==> config.mk <==
export PLATFORM = sky130hd
export DESIGN_NAME = sm4_round_engine
export DESIGN_NICKNAME = d
export VERILOG_FILES = /design/src/rtl/sm4_pkg.sv /design/src/rtl/sm4_round_f.sv /design/src/rtl/sm4_round_engine.sv
export SDC_FILE = /design/constraint.sdc
export NUM_CORES = 2
export LEC_CHECK = 0
export CAP_MARGIN = 20
export CORE_AREA = 2 2 504 506
export CTS_BUF_LIST = sky130_fd_sc_hd__clkbuf_8
export DETAILED_ROUTE_END_ITERATION = 12
export DIE_AREA = 0 0 506 508
export PLACE_DENSITY = 0.36
export SYNTH_ARGS = -nofsm -noshare
export SYNTH_HDL_FRONTEND = slang
export SYNTH_SLANG_ARGS = --single-unit
==> constraint.sdc <==
create_clock -name clk -period 4.7 [get_ports clk]
set_input_delay 1.175 -clock clk [delete_from_list [all_inputs] [get_ports clk]]
set_output_delay 1.175 -clock clk [all_outputs]
set_load 0.1 [all_outputs]
==> src/rtl/sm4_pkg.sv <==
// Shared SM4 definitions: S-box table, engine states and the round linear transform.
package sm4_pkg;

    localparam int SM4_MAX_ROUNDS = 32;

    typedef enum logic [1:0] {
        IDLE,
        BUSY,
        DONE
    } sm4_eng_state_t;

    localparam logic [7:0] SM4_SBOX [256] = '{
        8'hd6, 8'h90, 8'he9, 8'hfe, 8'hcc, 8'he1, 8'h3d, 8'hb7, 8'h16, 8'hb6, 8'h14, 8'hc2, 8'h28, 8'hfb, 8'h2c, 8'h05,
        8'h2b, 8'h67, 8'h9a, 8'h76, 8'h2a, 8'hbe, 8'h04, 8'hc3, 8'haa, 8'h44, 8'h13, 8'h26, 8'h49, 8'h86, 8'h06, 8'h99,
        8'h9c, 8'h42, 8'h50, 8'hf4, 8'h91, 8'hef, 8'h98, 8'h7a, 8'h33, 8'h54, 8'h0b, 8'h43, 8'hed, 8'hcf, 8'hac, 8'h62,
        8'he4, 8'hb3, 8'h1c, 8'ha9, 8'hc9, 8'h08, 8'he8, 8'h95, 8'h80, 8'hdf, 8'h94, 8'hfa, 8'h75, 8'h8f, 8'h3f, 8'ha6,
        8'h47, 8'h07, 8'ha7, 8'hfc, 8'hf3, 8'h73, 8'h17, 8'hba, 8'h83, 8'h59, 8'h3c, 8'h19, 8'he6, 8'h85, 8'h4f, 8'ha8,
        8'h68, 8'h6b, 8'h81, 8'hb2, 8'h71, 8'h64, 8'hda, 8'h8b, 8'hf8, 8'heb, 8'h0f, 8'h4b, 8'h70, 8'h56, 8'h9d, 8'h35,
        8'h1e, 8'h24, 8'h0e, 8'h5e, 8'h63, 8'h58, 8'hd1, 8'ha2, 8'h25, 8'h22, 8'h7c, 8'h3b, 8'h01, 8'h21, 8'h78, 8'h87,
        8'hd4, 8'h00, 8'h46, 8'h57, 8'h9f, 8'hd3, 8'h27, 8'h52, 8'h4c, 8'h36, 8'h02, 8'he7, 8'ha0, 8'hc4, 8'hc8, 8'h9e,
        8'hea, 8'hbf, 8'h8a, 8'hd2, 8'h40, 8'hc7, 8'h38, 8'hb5, 8'ha3, 8'hf7, 8'hf2, 8'hce, 8'hf9, 8'h61, 8'h15, 8'ha1,
        8'he0, 8'hae, 8'h5d, 8'ha4, 8'h9b, 8'h34, 8'h1a, 8'h55, 8'had, 8'h93, 8'h32, 8'h30, 8'hf5, 8'h8c, 8'hb1, 8'he3,
        8'h1d, 8'hf6, 8'he2, 8'h2e, 8'h82, 8'h66, 8'hca, 8'h60, 8'hc0, 8'h29, 8'h23, 8'hab, 8'h0d, 8'h53, 8'h4e, 8'h6f,
        8'hd5, 8'hdb, 8'h37, 8'h45, 8'hde, 8'hfd, 8'h8e, 8'h2f, 8'h03, 8'hff, 8'h6a, 8'h72, 8'h6d, 8'h6c, 8'h5b, 8'h51,
        8'h8d, 8'h1b, 8'haf, 8'h92, 8'hbb, 8'hdd, 8'hbc, 8'h7f, 8'h11, 8'hd9, 8'h5c, 8'h41, 8'h1f, 8'h10, 8'h5a, 8'hd8,
        8'h0a, 8'hc1, 8'h31, 8'h88, 8'ha5, 8'hcd, 8'h7b, 8'hbd, 8'h2d, 8'h74, 8'hd0, 8'h12, 8'hb8, 8'he5, 8'hb4, 8'hb0,
        8'h89, 8'h69, 8'h97, 8'h4a, 8'h0c, 8'h96, 8'h77, 8'h7e, 8'h65, 8'hb9, 8'hf1, 8'h09, 8'hc5, 8'h6e, 8'hc6, 8'h84,
        8'h18, 8'hf0, 8'h7d, 8'hec, 8'h3a, 8'hdc, 8'h4d, 8'h20, 8'h79, 8'hee, 8'h5f, 8'h3e, 8'hd7, 8'hcb, 8'h39, 8'h48
    };

    function automatic logic [31:0] sm4_rotl32(input logic [31:0] x, input logic [4:0] n);
        logic [63:0] d;
        d = {x, x} << n;
        return d[63:32];
    endfunction

    function automatic logic [31:0] sm4_l_enc(input logic [31:0] b);
        return b ^ sm4_rotl32(b, 5'd2) ^ sm4_rotl32(b, 5'd10)
                 ^ sm4_rotl32(b, 5'd18) ^ sm4_rotl32(b, 5'd24);
    endfunction

endpackage

==> src/rtl/sm4_round_f.sv <==
// One combinational SM4 round: shift the word window and fold T(X1^X2^X3^rk) into X0.
module sm4_round_f
    import sm4_pkg::*;
(
    input  logic [127:0] x,
    input  logic [31:0]  rk,
    output logic [127:0] x_next
);

    logic [31:0] a;
    logic [31:0] b;

    always_comb begin
        b = '0;
        a = x[95:64] ^ x[63:32] ^ x[31:0] ^ rk;
        for (int i = 0; i < 4; i++) begin
            b[8*i +: 8] = SM4_SBOX[a[8*i +: 8]];
        end
        x_next = {x[95:0], x[127:96] ^ sm4_l_enc(b)};
    end

endmodule

==> src/rtl/sm4_round_engine.sv <==
// Iterative SM4 round engine, one round per cycle or two when
// SM4_TWO_ROUNDS_PER_CYCLE_EN is defined.
module sm4_round_engine
    import sm4_pkg::*;
#(
    parameter int NUM_ROUNDS = 32
) (
    input  logic                         clk,
    input  logic                         reset_n,
    input  logic                         sm4_enable_in,
    input  logic                         key_exp_finished_in,
    input  logic [32*SM4_MAX_ROUNDS-1:0] rk_bus_in,
    input  logic [127:0]                 data_in,
    input  logic                         data_valid_in,
    output logic                         data_ready_out,
    output logic [127:0]                 result_out,
    output logic                         result_valid_out,
    input  logic                         result_ready_in,
    output logic                         busy_out
);

`ifdef SM4_TWO_ROUNDS_PER_CYCLE_EN
    localparam int STEP_N = 2;
`else
    localparam int STEP_N = 1;
`endif
    localparam logic [4:0] STEP     = 5'(STEP_N);
    localparam logic [4:0] LAST_CNT = 5'(NUM_ROUNDS - STEP_N);

    sm4_eng_state_t state_q, state_d;
    logic [127:0]   x_q, x_d, x_step, x_r0;
    logic [4:0]     round_cnt, cnt_d;
    logic [9:0]     rk_base;
    logic           accept, abort;

    assign rk_base = {round_cnt, 5'd0};

    sm4_round_f u_round0 (
        .x      (x_q),
        .rk     (rk_bus_in[rk_base +: 32]),
        .x_next (x_r0)
    );

`ifdef SM4_TWO_ROUNDS_PER_CYCLE_EN
    logic [127:0] x_r1;

    sm4_round_f u_round1 (
        .x      (x_r0),
        .rk     (rk_bus_in[rk_base + 10'd32 +: 32]),
        .x_next (x_r1)
    );

    assign x_step = x_r1;
`else
    assign x_step = x_r0;
`endif

    // Gating with reset_n keeps ready low while reset is held.
    assign data_ready_out = reset_n && (state_q == IDLE)
                         && sm4_enable_in && key_exp_finished_in;
    assign accept = data_valid_in && data_ready_out;
    assign abort  = !sm4_enable_in || !key_exp_finished_in;

    always_comb begin
        state_d = state_q;
        x_d     = x_q;
        cnt_d   = round_cnt;
        unique case (state_q)
            IDLE: begin
                if (accept) begin
                    state_d = BUSY;
                    x_d     = data_in;
                    cnt_d   = '0;
                end
            end
            BUSY: begin
                if (abort) begin
                    state_d = IDLE;
                end else begin
                    x_d = x_step;
                    if (round_cnt == LAST_CNT) begin
                        state_d = DONE;
                    end else begin
                        cnt_d = round_cnt + STEP;
                    end
                end
            end
            DONE: begin
                if (abort || result_ready_in) begin
                    state_d = IDLE;
                end
            end
            default: state_d = IDLE;
        endcase
    end

    always_ff @(posedge clk or negedge reset_n) begin
        if (!reset_n) begin
            state_q   <= IDLE;
            x_q       <= '0;
            round_cnt <= '0;
        end else begin
            state_q   <= state_d;
            x_q       <= x_d;
            round_cnt <= cnt_d;
        end
    end

    assign result_valid_out = (state_q == DONE);
    assign busy_out         = (state_q == BUSY);
    assign result_out       = (state_q == DONE)
                            ? {x_q[31:0], x_q[63:32], x_q[95:64], x_q[127:96]}
                            : '0;

endmodule

# After elaboration in Yosys (flattened, before gate mapping)

Memories as Yosys holds them, arrays and structs flattened.
Index checks and enable logic that the tools add are counted.

Register bits after elaboration: 135
Memory bits (read-only): 8,192
Input bits: 1,158
Word-level logic and storage cells: 67
Memories kept: 4

Memories:

| memory          | depth | bits a word | rd ports | clocked after memory_dff | wr ports | RTL line          | source |
|---|---|---|---|---|---|---|---|
| (no name shown) | 256   | 8           | 1        | 0                        | 0        | sm4_round_f.sv:17 | `b[8*i +: 8] = SM4_SBOX[a[8*i +: 8]];` |
| (no name shown) | 256   | 8           | 1        | 0                        | 0        | sm4_round_f.sv:17 |  |
| (no name shown) | 256   | 8           | 1        | 0                        | 0        | sm4_round_f.sv:17 |  |
| (no name shown) | 256   | 8           | 1        | 0                        | 0        | sm4_round_f.sv:17 |  |

$add $sub $neg: 1
$lt $le $gt $ge: 4
Eq/ne operators: 8
Shift operators: 1
Multiplexer cells: 21
Bitwise operators: 12
Reductions and logical operators: 13

Operator list:

| cell                                                                     | number |
|---|---|
| 1024-bit by 11-bit indexed part select with 32-bit output                | 1 |
| 128-bit two-way mux                                                      | 3 |
| 128-bit one-hot mux with 2 select lines                                  | 1 |
| 32-bit bitwise XOR                                                       | 8 |
| 8-bit two-way mux                                                        | 8 |
| 9-bit greater-or-equal comparator (second input constant)                | 4 |
| 8-bit NOT with 9-bit output                                              | 4 |
| 5-bit two-way mux                                                        | 3 |
| 5-bit one-hot mux with 2 select lines                                    | 1 |
| 2-bit two-way mux                                                        | 4 |
| 2-bit inequality test (second input constant)                            | 3 |
| 2-bit one-hot mux with 3 select lines                                    | 1 |
| 3-bit AND reduction                                                      | 2 |
| 5-bit by 1-bit adder with 5-bit output (second input constant)           | 1 |
| 5-bit == test (second input constant)                                    | 1 |
| 1-bit logical AND                                                        | 4 |
| 4-bit AND reduction                                                      | 1 |
| 3-bit by 1-bit inequality test with 1-bit output (second input constant) | 1 |
| 2-bit by 1-bit == test with 1-bit output (second input constant)         | 1 |
| 2-bit == test (second input constant)                                    | 1 |
| 1-bit logical NOT                                                        | 2 |
| 2-bit logical NOT                                                        | 1 |
| 1-bit logical OR                                                         | 2 |
| 2-bit by 1-bit inequality test with 1-bit output (second input constant) | 1 |
| 2-bit nonzero test                                                       | 1 |

# Longest topological paths before layout

Depth after elaboration: 14
Gate-level depth with buffers: 27
Mapped depth without buffers: 17

# By module

Synthesis repeated with hierarchy kept, for this count alone.

Cells, all modules: 3,841
Area total of the unflattened synthesis: 31,136.1 um2

By module, submodules not included:

| module           | times used | cells an instance | area each (um2) | sequential area each (um2) |
|---|---|---|---|---|
| sm4_round_f      | 1          | 2,450             | 16,173.0        | 0.0 |
| sm4_round_engine | 1          | 1,391             | 14,963.1        | 3,378.2 |

# Worst setup path before layout

Ideal clock, no wire load.

Path kind: input to register
Start point: input sm4_enable_in
End point: register x_q[11]
Library setup time: 0.083 ns
Arrival time: 5.977 ns
Data required time: 4.617 ns
Setup slack: -1.360 ns
Cell stages on the path: 8
Cells stage by stage: nand2_1 > nor4b_1 > nand2_1 > nand2_1 > clkbuf_1 > dlygate4sd1_1 > nor2_1 > o22ai_1

Word-level cells in the longest chain between the ends: 5
Elaborated cells on any way between the ends: 8
Those cells by class: eq/ne: 2; reduce/logical: 6

RTL lines:

| what                                   | RTL line                | source |
|---|---|---|
| start: declaration                     | sm4_round_engine.sv:10  | `input logic sm4_enable_in,` |
| 1-bit logical AND (2 in series)        | sm4_round_engine.sv:60  | `&& sm4_enable_in && key_exp_finished_in;` |
| net data_ready_out                     | sm4_round_engine.sv:15  | `output logic data_ready_out,` |
| 1-bit logical AND                      | sm4_round_engine.sv:61  | `assign accept = data_valid_in && data_ready_out;` |
| 2-bit inequality test (no source line) | n/a                     |  |
| 3-bit AND reduction (no source line)   | n/a                     |  |
| end signal: assignment                 | sm4_round_engine.sv:100 | `x_q <= '0;` |
| end signal: assignment                 | sm4_round_engine.sv:104 | `x_q <= x_d;` |
| end: declaration                       | sm4_round_engine.sv:31  | `logic [127:0] x_q, x_d, x_step, x_r0;` |

The timed path passes the listed nets, and every way through them passes these cells.
A chain may end at the register's enable or synchronous reset.

# Worst setup path after layout

Start point: register round_cnt[0]
End point: register x_q[21]

Word-level cells in the longest chain between the ends: 13
Elaborated cells on any way between the ends: 25
Those cells by class: shift: 1; mux: 10; bitwise: 10; memory: 4

RTL lines:

| what                                                          | RTL line                | source |
|---|---|---|
| start: declaration                                            | sm4_round_engine.sv:32  | `logic [4:0] round_cnt, cnt_d;` |
| start signal: assignment                                      | sm4_round_engine.sv:105 | `round_cnt <= cnt_d;` |
| 1024-bit by 11-bit indexed part select with 32-bit output (*) | sm4_round_engine.sv:40  | `.rk (rk_bus_in[rk_base +: 32]),` |
| 32-bit bitwise XOR (*)                                        | sm4_round_f.sv:15       | `a = x[95:64] ^ x[63:32] ^ x[31:0] ^ rk;` |
| 8-bit NOT with 9-bit output (implied by the code)             | sm4_round_f.sv:17       |  |
| memory 256 x 8 bit                                            | n/a                     |  |
| 8-bit two-way mux (implied by the code) (2 in series)         | sm4_round_f.sv:17       |  |
| 32-bit bitwise XOR (2 in series)                              | sm4_pkg.sv:38           | `return b ^ sm4_rotl32(b, 5'd2) ^ sm4_rotl32(b, 5'd10)` |
| 32-bit bitwise XOR                                            | sm4_pkg.sv:39           | `^ sm4_rotl32(b, 5'd18) ^ sm4_rotl32(b, 5'd24);` |
| 32-bit bitwise XOR (*)                                        | sm4_pkg.sv:39           |  |
| 32-bit bitwise XOR (*)                                        | sm4_round_f.sv:19       | `x_next = {x[95:0], x[127:96] ^ sm4_l_enc(b)};` |
| 128-bit two-way mux (*)                                       | sm4_round_engine.sv:77  | `if (abort) begin` |
| 128-bit one-hot mux with 2 select lines (*)                   | sm4_round_engine.sv:68  | `unique case (state_q)` |

Every way passes the cells marked *; elsewhere a longest branch is shown, timed or not. The select of a mux whose other input is x is not followed.

==> flow_summary.ini <==
[final_layout]
drive_gt1_frac = 0.424
final_common_cell = buf_4
fin_util = 0.271
final_nets = 8031
multi_input_area_mm2 = 0.0296
mostFrequentLayoutCells = buf_4 (1661), clkdlybuf4s50_1 (1143), nand2_1 (436), nor2_1 (297), a21oi_1 (271)
seq_area_mm2 = 0.00340
syn_to_final_growth_pct = 117
final.fill_count = 27400

[yosys]
async_reset_ff_frac = 1.00
ys_warn_count = 0
syn_area_mm2 = 0.0315
syn_avg_cell_area_um2 = 7.67
yosysUniqueCellTypes = 131
synthCells = 4107
synth_nets = 5284
yosysSeqAreaShare = 0.107
synth_seq_cells = 135
synth_flop_cell = dfrtp_1
synth_edf_count = 0

[global_route]
antenna_found_initial = 136
grt_pass1_wl_um = 523000
grt_pass1_vias = 50200
grt.overflow.total = 0
grt_max_degree = 75
track_usage = 0.305

[floorplan]
top_level_ports = 1289
die-area_mm2 = 0.257
placementRows = 185
die_h_um = 508
core-area_mm2 = 0.252
initial_utilization = 0.125
die_x_um = 506

[worst_setup_path]
required_ps = 5170
arrival_ps = 6070
crit_path_max_fanout = 8
worst_setup_path_end_kind = flip-flop
crit_type = reg2reg
worstSetupStartpointType = flip-flop
rrSetupSlack_ps = -900

[sta]
final_hold_viol_count = 0
fin_skew_ps = 36.0
grt_setup_unrepaired = true
finalCriticalPeriod_ps = 5600
drv_slew = 0
fin_ws_ps = -900
worstMarginPinSlew_ps = 1230
setup_viol = 32
fmax_ghz = 0.179
min_period_over_period = 1.19
relSlewSlack = 0.173

[detailed_routing]
antenna_left = 0
first_pass_iters = 9
dr.first_iter.drc_count = 5008
wl_met1_um = 174000
top_layer_used = met5
viasPerCell = 4.89
wl_met2_um = 190000
via_count = 50500
met3_length_um = 28400
drc = 0
routedWlPerCell_um = 40.0
drt-total-wl_um = 413000

[job]
drv_cap = 0

[cts]
cts_tree = yes
clockBufferDepth = 2
cts_root_buf = clkbuf_8
cts.sinks = 135
htreeDepth = 4
clk_pin_slew_worst_paths_ps = 100
clkLatencyLatePin_ps = 630
hold_buffers = 0
cts_inserted_buffers = 17

[outcome]
violations = negative setup slack
status = complete, but fails checks

[placed_design]
gp_congestion = 1.00
port_buffers = 1288
place_ws_ps = -2350
dp_hpwl_um = 357000

[worst_hold_path]
hold_class = in2async
## cell families after synthesis
| kind of cell | synth area share |
|---|---|
| adders and majority gates | 0.00819 |
| buffers and inverters | 0.0851 |
| muxes | 0.192 |
| AOI/OAI and AO/OA | 0.338 |
| xor gates and xnor gates | 0.0661 |
| DFF | 0.107 |
| and+or+nand+nor | 0.203 |
## critical path, cell delays in order, from the launching register on
cell	delay (ps)
dfrtp_4	460
buf_12	160
buf_16	190
buf_16	180
buf_12	130
mux2i_4	220
o22a_2	240
buf_12	150
nand4_1	400
buf_6	290
and3_4	160
nor2_4	180
inv_4	90
ha_4	350
buf_6	120
nand2_4	60
a311oi_1	310
buf_4	180
o311ai_2	130
a221oi_4	430
buf_12	180
buf_6	110
xnor2_2	120
xnor2_2	150
mux2i_2	280
nand3_1	120
## routing by layer
layer | vias to the layer above | track usage
li1 | 21600 | -
met1 | 25800 | 0.397
met2 | 2533 | 0.498
met3 | 489 | 0.0505
met4 | 36 | 0.129
met5 | - | 0
## sequential cells by signal (all words and copies together), names as in the netlist
register,cells
round_cnt,5
state_q,2
x_q,128
## cell usage after synthesis, types with 27 or more instances
library cell,number,area share
buf_4,48,0.011
a2111oi_0,30,0.0083
a22oi_1,75,0.018
nand3_1,121,0.019
a221oi_1,45,0.013
a21oi_1,310,0.049
buf_6,38,0.014
o221ai_1,44,0.012
and2_1,143,0.028
a22o_1,28,0.0078
o2111ai_1,27,0.0075
o22ai_1,81,0.016
nand2_1,473,0.056
dfrtp_1,135,0.11
nor3_1,82,0.013
mux2i_1,172,0.055
a211oi_1,53,0.013
o211ai_1,71,0.017
xnor2_1,145,0.040
buf_2,169,0.027
nor2_1,346,0.041
nand4_1,45,0.0089
mux4_2,167,0.12
clkbuf_1,160,0.019
xor2_1,64,0.018
o21ai_0,249,0.040
a31oi_1,150,0.030
## repair_timing
| item | CTS | global route |
|---|---|---|
| gates cloned | 4 | 12 |
| setup endpoints to repair | 32 | 32 |
| buffers inserted | 55 | 133 |
| gates resized for setup | 395 | 539 |
| pin swaps | 71 | 171 |
## final timing paths
check / from / to / cells past startpoint
setup / recovery: round_cnt[0]$_DFFE_PN0P_ / x_q[21]$_DFFE_PN0P_ / 25
min in group clk: x_q[40]$_DFFE_PN0P_ / x_q[72]$_DFFE_PN0P_ / 2
max in group asynchronous: reset_n / x_q[79]$_DFFE_PN0P_ / 3
setup reg to reg: round_cnt[0]$_DFFE_PN0P_ / x_q[21]$_DFFE_PN0P_ / 25
hold / removal: reset_n / x_q[121]$_DFFE_PN0P_ / 1
hold reg to reg: x_q[40]$_DFFE_PN0P_ / x_q[72]$_DFFE_PN0P_ / 2
## stage by stage
step           TNS [ps]  instance area [um2]  hold slack [ps]  std cells
2_1_floorplan     -3090                32200              516       4107
3_3_place_gp     -74800                61200              576      10000
3_5_place_dp     -64690                61200              585      10000
4_1_cts          -25300                64000              296      10100
5_1_grt          -26100                68200              321      10300
6_report         -23870                68300              339      10300
## cell type report
type / count / area share
diodes: 105 / 0.00385
clock buffers: 17 / 0.00342
clock inverters: 15 / 0.00240
inverters: 25 / 0.00211
multi-input cells: 3491 / 0.433
flip-flops and latches: 135 / 0.0497
well taps: 3366 / 0.0616
repair buffers: 3183 / 0.444
repair inverters: 1 / 0.000110
Power is not shown: default switching activity piles up to over one toggle a cycle in this logic, so the estimate is an artifact.
